$ cat config.mk
export PLATFORM = sky130hd
export DESIGN_NAME = inst_sram_like_slave_flat
export DESIGN_NICKNAME = d
export VERILOG_FILES = /design/src/rtl/inst_sram_like_slave_pkg.sv /design/src/rtl/inst_sram_like_slave_if.sv /design/src/rtl/inst_sram_like_slave_resp_delay_line.sv /design/src/rtl/inst_sram_like_slave.sv /design/src/flat_wrapper.sv
export SDC_FILE = /design/constraint.sdc
export NUM_CORES = 1
export LEC_CHECK = 0
export ABC_CLOCK_PERIOD_IN_PS = 4230
export BUFFER_PORTS_ARGS = -buffer_cell sky130_fd_sc_hd__buf_2
export CAP_MARGIN = 20
export CORE_MARGIN = 2
export CORE_UTILIZATION = 45
export DETAILED_ROUTE_END_ITERATION = 12
export PLACE_DENSITY_LB_ADDON = 0.12
export SLEW_MARGIN = 20
export SYNTH_ARGS = -nofsm -noshare
export SYNTH_HDL_FRONTEND = slang
export SYNTH_SLANG_ARGS = --single-unit
export TNS_END_PERCENT = 50
$ cat constraint.sdc
create_clock -name clk -period 4.23 [get_ports clk]
set_input_delay 0 -clock clk [delete_from_list [all_inputs] [get_ports clk]]
set_output_delay 0 -clock clk [all_outputs]
set_load 0.005 [all_outputs]
$ cat src/rtl/inst_sram_like_slave_pkg.sv
// Shared definitions for the SRAM-like instruction slave.
// Size encodings, boot address and byte-strobe helper.
package inst_sram_like_slave_pkg;

  localparam logic [1:0] SIZE_BYTE = 2'd0;
  localparam logic [1:0] SIZE_HALF = 2'd1;
  localparam logic [1:0] SIZE_WORD = 2'd2;

  localparam logic [31:0] STARTADDR = 32'hbfc0_0000;

  // size 3 falls through to a full-word strobe
  function automatic logic [3:0] strobe(
    input logic [1:0] size,
    input logic [1:0] lo
  );
    logic [3:0] s;
    s = 4'b1111;
    case (size)
      SIZE_BYTE: s = 4'b0001 << lo;
      SIZE_HALF: s = lo[1] ? 4'b1100 : 4'b0011;
      default:   s = 4'b1111;
    endcase
    return s;
  endfunction

endpackage

$ cat src/rtl/inst_sram_like_slave_if.sv
// SRAM-like request/response bus between fetch and memory.
// Address phase: req/addr_ok; data phase: data_ok/rdata.
interface inst_sram_like_slave_if;
  logic        req;
  logic        wr;
  logic [1:0]  size;
  logic [31:0] addr;
  logic [31:0] wdata;
  logic        addr_ok;
  logic [31:0] rdata;
  logic        data_ok;

  modport master (
    output req, wr, size, addr, wdata,
    input  addr_ok, rdata, data_ok
  );

  modport slave (
    input  req, wr, size, addr, wdata,
    output addr_ok, rdata, data_ok
  );
endinterface

$ cat src/rtl/inst_sram_like_slave_resp_delay_line.sv
// Fixed-latency shift register of {valid, payload}.
// LAT=0 degenerates to a wire.
module resp_delay_line #(
  parameter int W   = 32,
  parameter int LAT = 2
) (
  input  logic         clk,
  input  logic         rst_n,
  input  logic         in_valid,
  input  logic [W-1:0] in_data,
  output logic         out_valid,
  output logic [W-1:0] out_data
);

  generate
    if (LAT == 0) begin : g_pass
      assign out_valid = in_valid;
      assign out_data  = in_data;
    end else begin : g_line
      logic [LAT-1:0] vld;
      logic [W-1:0]   dat [LAT];

      // shift entries toward the output, clear all on reset
      always_ff @(posedge clk or negedge rst_n) begin
        if (!rst_n) begin
          vld <= '0;
          for (int i = 0; i < LAT; i++) dat[i] <= '0;
        end else begin
          vld[0] <= in_valid;
          dat[0] <= in_data;
          for (int i = 1; i < LAT; i++) begin
            vld[i] <= vld[i-1];
            dat[i] <= dat[i-1];
          end
        end
      end

      assign out_valid = vld[LAT-1];
      assign out_data  = dat[LAT-1];
    end
  endgenerate

endmodule

$ cat src/rtl/inst_sram_like_slave.sv
// SRAM-like bus responder in front of a sync single-port RAM.
// In-order responses with programmable latency and depth.
module inst_sram_like_slave
  import inst_sram_like_slave_pkg::*;
#(
  parameter int RAM_AW = 14,
  parameter int LAT    = 2,
  parameter int MAX_OS = 2
) (
  input  logic                  clk,
  input  logic                  resetn,
  inst_sram_like_slave_if.slave bus,
  input  logic                  stall,
  output logic                  ram_en,
  output logic [3:0]            ram_wen,
  output logic [RAM_AW-1:0]     ram_addr,
  output logic [31:0]           ram_wdata,
  input  logic [31:0]           ram_rdata
);

  logic [3:0]  os_cnt;
  logic        accept;
  logic        acc_q;
  logic        wr_q;
  logic [31:0] cap;
  logic        dl_valid;
  logic [31:0] dl_data;

  // upper address bits alias onto the RAM
  wire unused_ok = &{1'b0, bus.addr[31:RAM_AW+2]};

  assign bus.addr_ok = resetn & ~stall
                     & (os_cnt < 4'(MAX_OS));
  assign accept      = bus.req & bus.addr_ok;

  assign ram_en    = accept;
  assign ram_wen   = (accept & bus.wr)
                   ? strobe(bus.size, bus.addr[1:0])
                   : 4'b0000;
  assign ram_addr  = bus.addr[RAM_AW+1:2];
  assign ram_wdata = bus.wdata;

  // remember which cycle has RAM read data to capture
  always_ff @(posedge clk or negedge resetn) begin
    if (!resetn) begin
      acc_q <= 1'b0;
      wr_q  <= 1'b0;
    end else begin
      acc_q <= accept;
      wr_q  <= accept & bus.wr;
    end
  end

  assign cap = wr_q ? 32'h0 : ram_rdata;

  resp_delay_line #(
    .W   (32),
    .LAT (LAT)
  ) u_dl (
    .clk       (clk),
    .rst_n     (resetn),
    .in_valid  (acc_q),
    .in_data   (cap),
    .out_valid (dl_valid),
    .out_data  (dl_data)
  );

  assign bus.data_ok = dl_valid;
  assign bus.rdata   = dl_data;

  // outstanding count: accepts in, responses out
  always_ff @(posedge clk or negedge resetn) begin
    if (!resetn) begin
      os_cnt <= 4'd0;
    end else if (accept && !dl_valid) begin
      os_cnt <= os_cnt + 4'd1;
    end else if (!accept && dl_valid) begin
      os_cnt <= os_cnt - 4'd1;
    end
  end

endmodule
$ cat src/flat_wrapper.sv
// flat-port wrapper written by rule: the top's interface ports become plain ports
module inst_sram_like_slave_flat import inst_sram_like_slave_pkg::*;
#(
  parameter int RAM_AW = 14,
  parameter int LAT    = 2,
  parameter int MAX_OS = 2
)
  (clk, resetn, stall, ram_en, ram_wen, ram_addr, ram_wdata, ram_rdata, bus_req, bus_wr, bus_size, bus_addr, bus_wdata, bus_addr_ok, bus_rdata, bus_data_ok);
  inst_sram_like_slave_if bus_i ();
  input  logic clk;
  input  logic resetn;
  input  logic stall;
  output logic ram_en;
  output logic [3:0] ram_wen;
  output logic [RAM_AW-1:0] ram_addr;
  output logic [31:0] ram_wdata;
  input  logic [31:0] ram_rdata;
  input wire logic [$bits(bus_i.req)-1:0] bus_req;
  input wire logic [$bits(bus_i.wr)-1:0] bus_wr;
  input wire logic [$bits(bus_i.size)-1:0] bus_size;
  input wire logic [$bits(bus_i.addr)-1:0] bus_addr;
  input wire logic [$bits(bus_i.wdata)-1:0] bus_wdata;
  output wire logic [$bits(bus_i.addr_ok)-1:0] bus_addr_ok;
  output wire logic [$bits(bus_i.rdata)-1:0] bus_rdata;
  output wire logic [$bits(bus_i.data_ok)-1:0] bus_data_ok;
  assign bus_i.req = bus_req;
  assign bus_i.wr = bus_wr;
  assign bus_i.size = bus_size;
  assign bus_i.addr = bus_addr;
  assign bus_i.wdata = bus_wdata;
  assign bus_addr_ok = bus_i.addr_ok;
  assign bus_rdata = bus_i.rdata;
  assign bus_data_ok = bus_i.data_ok;
  inst_sram_like_slave #(.RAM_AW(RAM_AW), .LAT(LAT), .MAX_OS(MAX_OS)) u_core (.clk(clk), .resetn(resetn), .bus(bus_i), .stall(stall), .ram_en(ram_en), .ram_wen(ram_wen), .ram_addr(ram_addr), .ram_wdata(ram_wdata), .ram_rdata(ram_rdata));
endmodule
==> flow_metrics.tcl <==
set metrics [dict create \
    outcome "finished clean" \
    max-vdd-ir-drop_v 0.000225 \
    max-cap-violations 0 \
    worstMarginPinSlew_ps 589 \
    cts.clk_slew.worst_paths_ps 70 \
    areaGrowthSynthToFinish_pct 17.1 \
    swShare_pct 19.8 \
    drt_first_iter_violations 27 \
    grt_pass1_vias 1550 \
    dieArea_um2 7100 \
    rsz0062_at_grt "false" \
    final_nets 377 \
    grt_use_total_pct 13.4 \
    crit_fanout 6 \
    pin_count 188 \
    grt_max_degree 43 \
    hold_slack_ps 0.00190 \
    die_w_um 84.3 \
    cts_tree "done" \
    fmax_mhz 372 \
    route.antenna.remaining_nets 0 \
    p_leak_nw 1.64 \
    core-area_um2 6280 \
    vias 1526 \
    slew_headroom_pct 60.7 \
    seqPwrFrac_pct 49.4 \
    synth-xor-area-share_pct 0.604 \
    finClkSkew_ps 4.77 \
    cp.arrival_ps 2910 \
    final_layout_size_suffix_gt1_share_pct 37.5 \
    drt_pass1_iterations 3 \
    yosysSeqAreaShare_pct 62.1 \
    dp_hpwl_um 2770 \
    finalHoldViolCount 0 \
    grt.overflow.total 0 \
    die_h_um 84.3 \
    critPathKind "reg2reg" \
    period_needed_ps 2690 \
    setup-tns-final_ps 0 \
    n_antenna_cell 0 \
    power.clock.fraction_pct 43.8 \
    synth_top_area_cell "dfrtp_1" \
    wl_per_cell_um 12.5 \
    synth_cell_types 27 \
    antenna_found_initial 0 \
    path_cells "nor4_2, and3_2, ha_1, inv_1, ha_1, or4_4, o211ai_2, o211ai_2" \
    detail_route.vias_per_cell 4.34 \
    p_int_w 0.00119 \
    synth.avg_cell_area_um2 12.8 \
    rrSetupSlack_ps 1540 \
    synth_top_family_by_area "buffers and inverters" \
    placementRows 29 \
    hp-class "in2out" \
    start_util_pct 46.2 \
    critPathRequiredTime_ps 4450 \
    ys_top_cells_by_area "dfrtp_1 (62%), buf_4 (20%), nor2b_1 (6.9%)" \
    path_buf_inv 1 \
    cts_sinks 72 \
    muxShareOfSynthArea_pct 0.733 \
    place.gp.congestion 0.664 \
    htreeDepth 3 \
    grt_pass1_wl_um 7220 \
    syn-cell-area_um2 2900 \
    ys_ff_latch 72 \
    worst_setup_path_end_kind "flip-flop" \
    fillers 527 \
    p_sw_w 0.000294 \
    crit_slowest_cell "or4_4" \
    fin_util_pct 54.1 \
    cp_top_family "simple AND/OR/NAND/NOR gates" \
    period_share_pct 63.6 \
    synth_top_area_share_pct 62.1 \
    routed_wl_um 4410 \
    synth-simple-area-share_pct 10.4 \
    synth_fa_ha_area_share_pct 1.98 \
    combPwrFrac_pct 6.7 \
    mostFrequentLayoutCell "buf_2" \
    syn_nets 333 \
    slew_viol_final 0 \
    cts_buffer_depth 2 \
    synth_cells 226 \
    synth_compound_area_share_pct 2.80 \
    layout_common_cells "buf_2 (78), dfrtp_1 (71), dlygate4sd3_1 (35), nor2b_1 (32), clkbuf_8 (10)" \
    cts_made_buffers 9 \
    drc 0 \
    yosysWarningCount 0 \
    cp-start-kind "flip-flop" \
    cts-root-buf "clkbuf_8" \
    numPortBuffers 79 \
    powerDensity_nw_per_um2 436 \
    worstSkewPairLatency_ps 330 \
    setup_viol_count_final 0 \
    worst_path_largest_cell_delay_ps 500 \
]
[final timing paths]
path / to / from / cells after the start
worst max-delay path: u_core.os_cnt[3] / u_core.os_cnt[3] / 8
worst max register to register: u_core.os_cnt[3] / u_core.os_cnt[3] / 8
min in group asynchronous: u_core.u_dl.out_data[18] / resetn / 2
worst min-delay path: ram_addr[0] / bus_addr[2] / 0
max in group asynchronous: u_core.wr_q / resetn / 3
worst min register to register: u_core.u_dl.out_data[7] / u_core.u_dl.g_line.dat[39] / 0
[cells in the mapped netlist, drive strengths merged]
cell and instances:
a2111o 1, dfrtp 72, inv 5, or4 1, o211ai 2, xnor2 2
ha 3, mux2i 1, clkbuf 3, nand3 2, and3 1, or3 1
nor2b 32, and2 1, fa 1, nand2 2, buf 79, nor4 1
nor2 2, o21ai 3, mux2 1, nand4 1, a21oi 6, nand3b 1
nor3 1, nand2b 1
[timing repair]
item | in CTS | in global routing
gates resized for setup | 0 | 0
setup buffers | 0 | 0
hold buffers | 35 | 0
hold endpoints to repair | 66 | 0
[logic make-up (layout without fill, tap and decap cells)]
| family | Yosys count | after routing |
|---|---|---|
| adder cells (fa/ha/maj) | 4 | 4 |
| AO/OA/AOI/OAI | 12 | 12 |
| buffers and inverters | 87 | 136 |
| multiplexers | 2 | 2 |
| XOR/XNOR | 2 | 2 |
| AND/OR/NAND/NOR | 47 | 47 |
| flip-flops | 72 | 72 |
[layout make-up]
type                    count  area (µm²)  area share, %
clock buffers              11         141           4.16
clock inverters             5         104           3.06
inverters                   5        18.8          0.552
multi-input cells          67         478           14.1
flip-flops and latches     72        1800           53.1
well taps                  77        96.3           2.84
repair buffers            115         756           22.2
[power by group through the flow]
stage	Clock (W)	Combinational (W)	Sequential, W
after floorplan	0	0.0000821	0.000745
after global placement	0	0.0000768	0.000746
after detailed placement	0	0.0000774	0.000747
after CTS	0.000671	0.000102	0.000733
after global routing	0.000706	0.000112	0.000736
final	0.000650	0.0000999	0.000733
[state kept, by name, indices dropped and copies added (netlist names)]
signal,cells
u_core.acc_q,1
u_core.u_dl.g_line.vld,2
u_core.os_cnt,4
u_core.u_dl.out_data,32
u_core.u_dl.g_line.dat,32
u_core.wr_q,1
[per-stage QoR]
stage | instance area [µm²] | total power [W] | std cells | setup slack, ps
floorplan | 2900 | 0.000827 | 226 | 1800
detailed placement | 2800 | 0.000824 | 301 | 1560
global route | 3400 | 0.00155 | 352 | 1350
finish | 3400 | 0.00148 | 352 | 1540
global placement | 2800 | 0.000823 | 301 | 1620
CTS | 3400 | 0.00151 | 352 | 1540
[metal layers]
metal  up-vias  share of wire [%]  global-route usage [%]
li1        718                  -                       -
met1       715                 41                    15.0
met2        64                 46                    20.1
met3        29                7.8                    4.62
met4         0                5.3                    12.3
met5         -                  0                       0
Note: power is estimated with default switching activity, not from simulation.
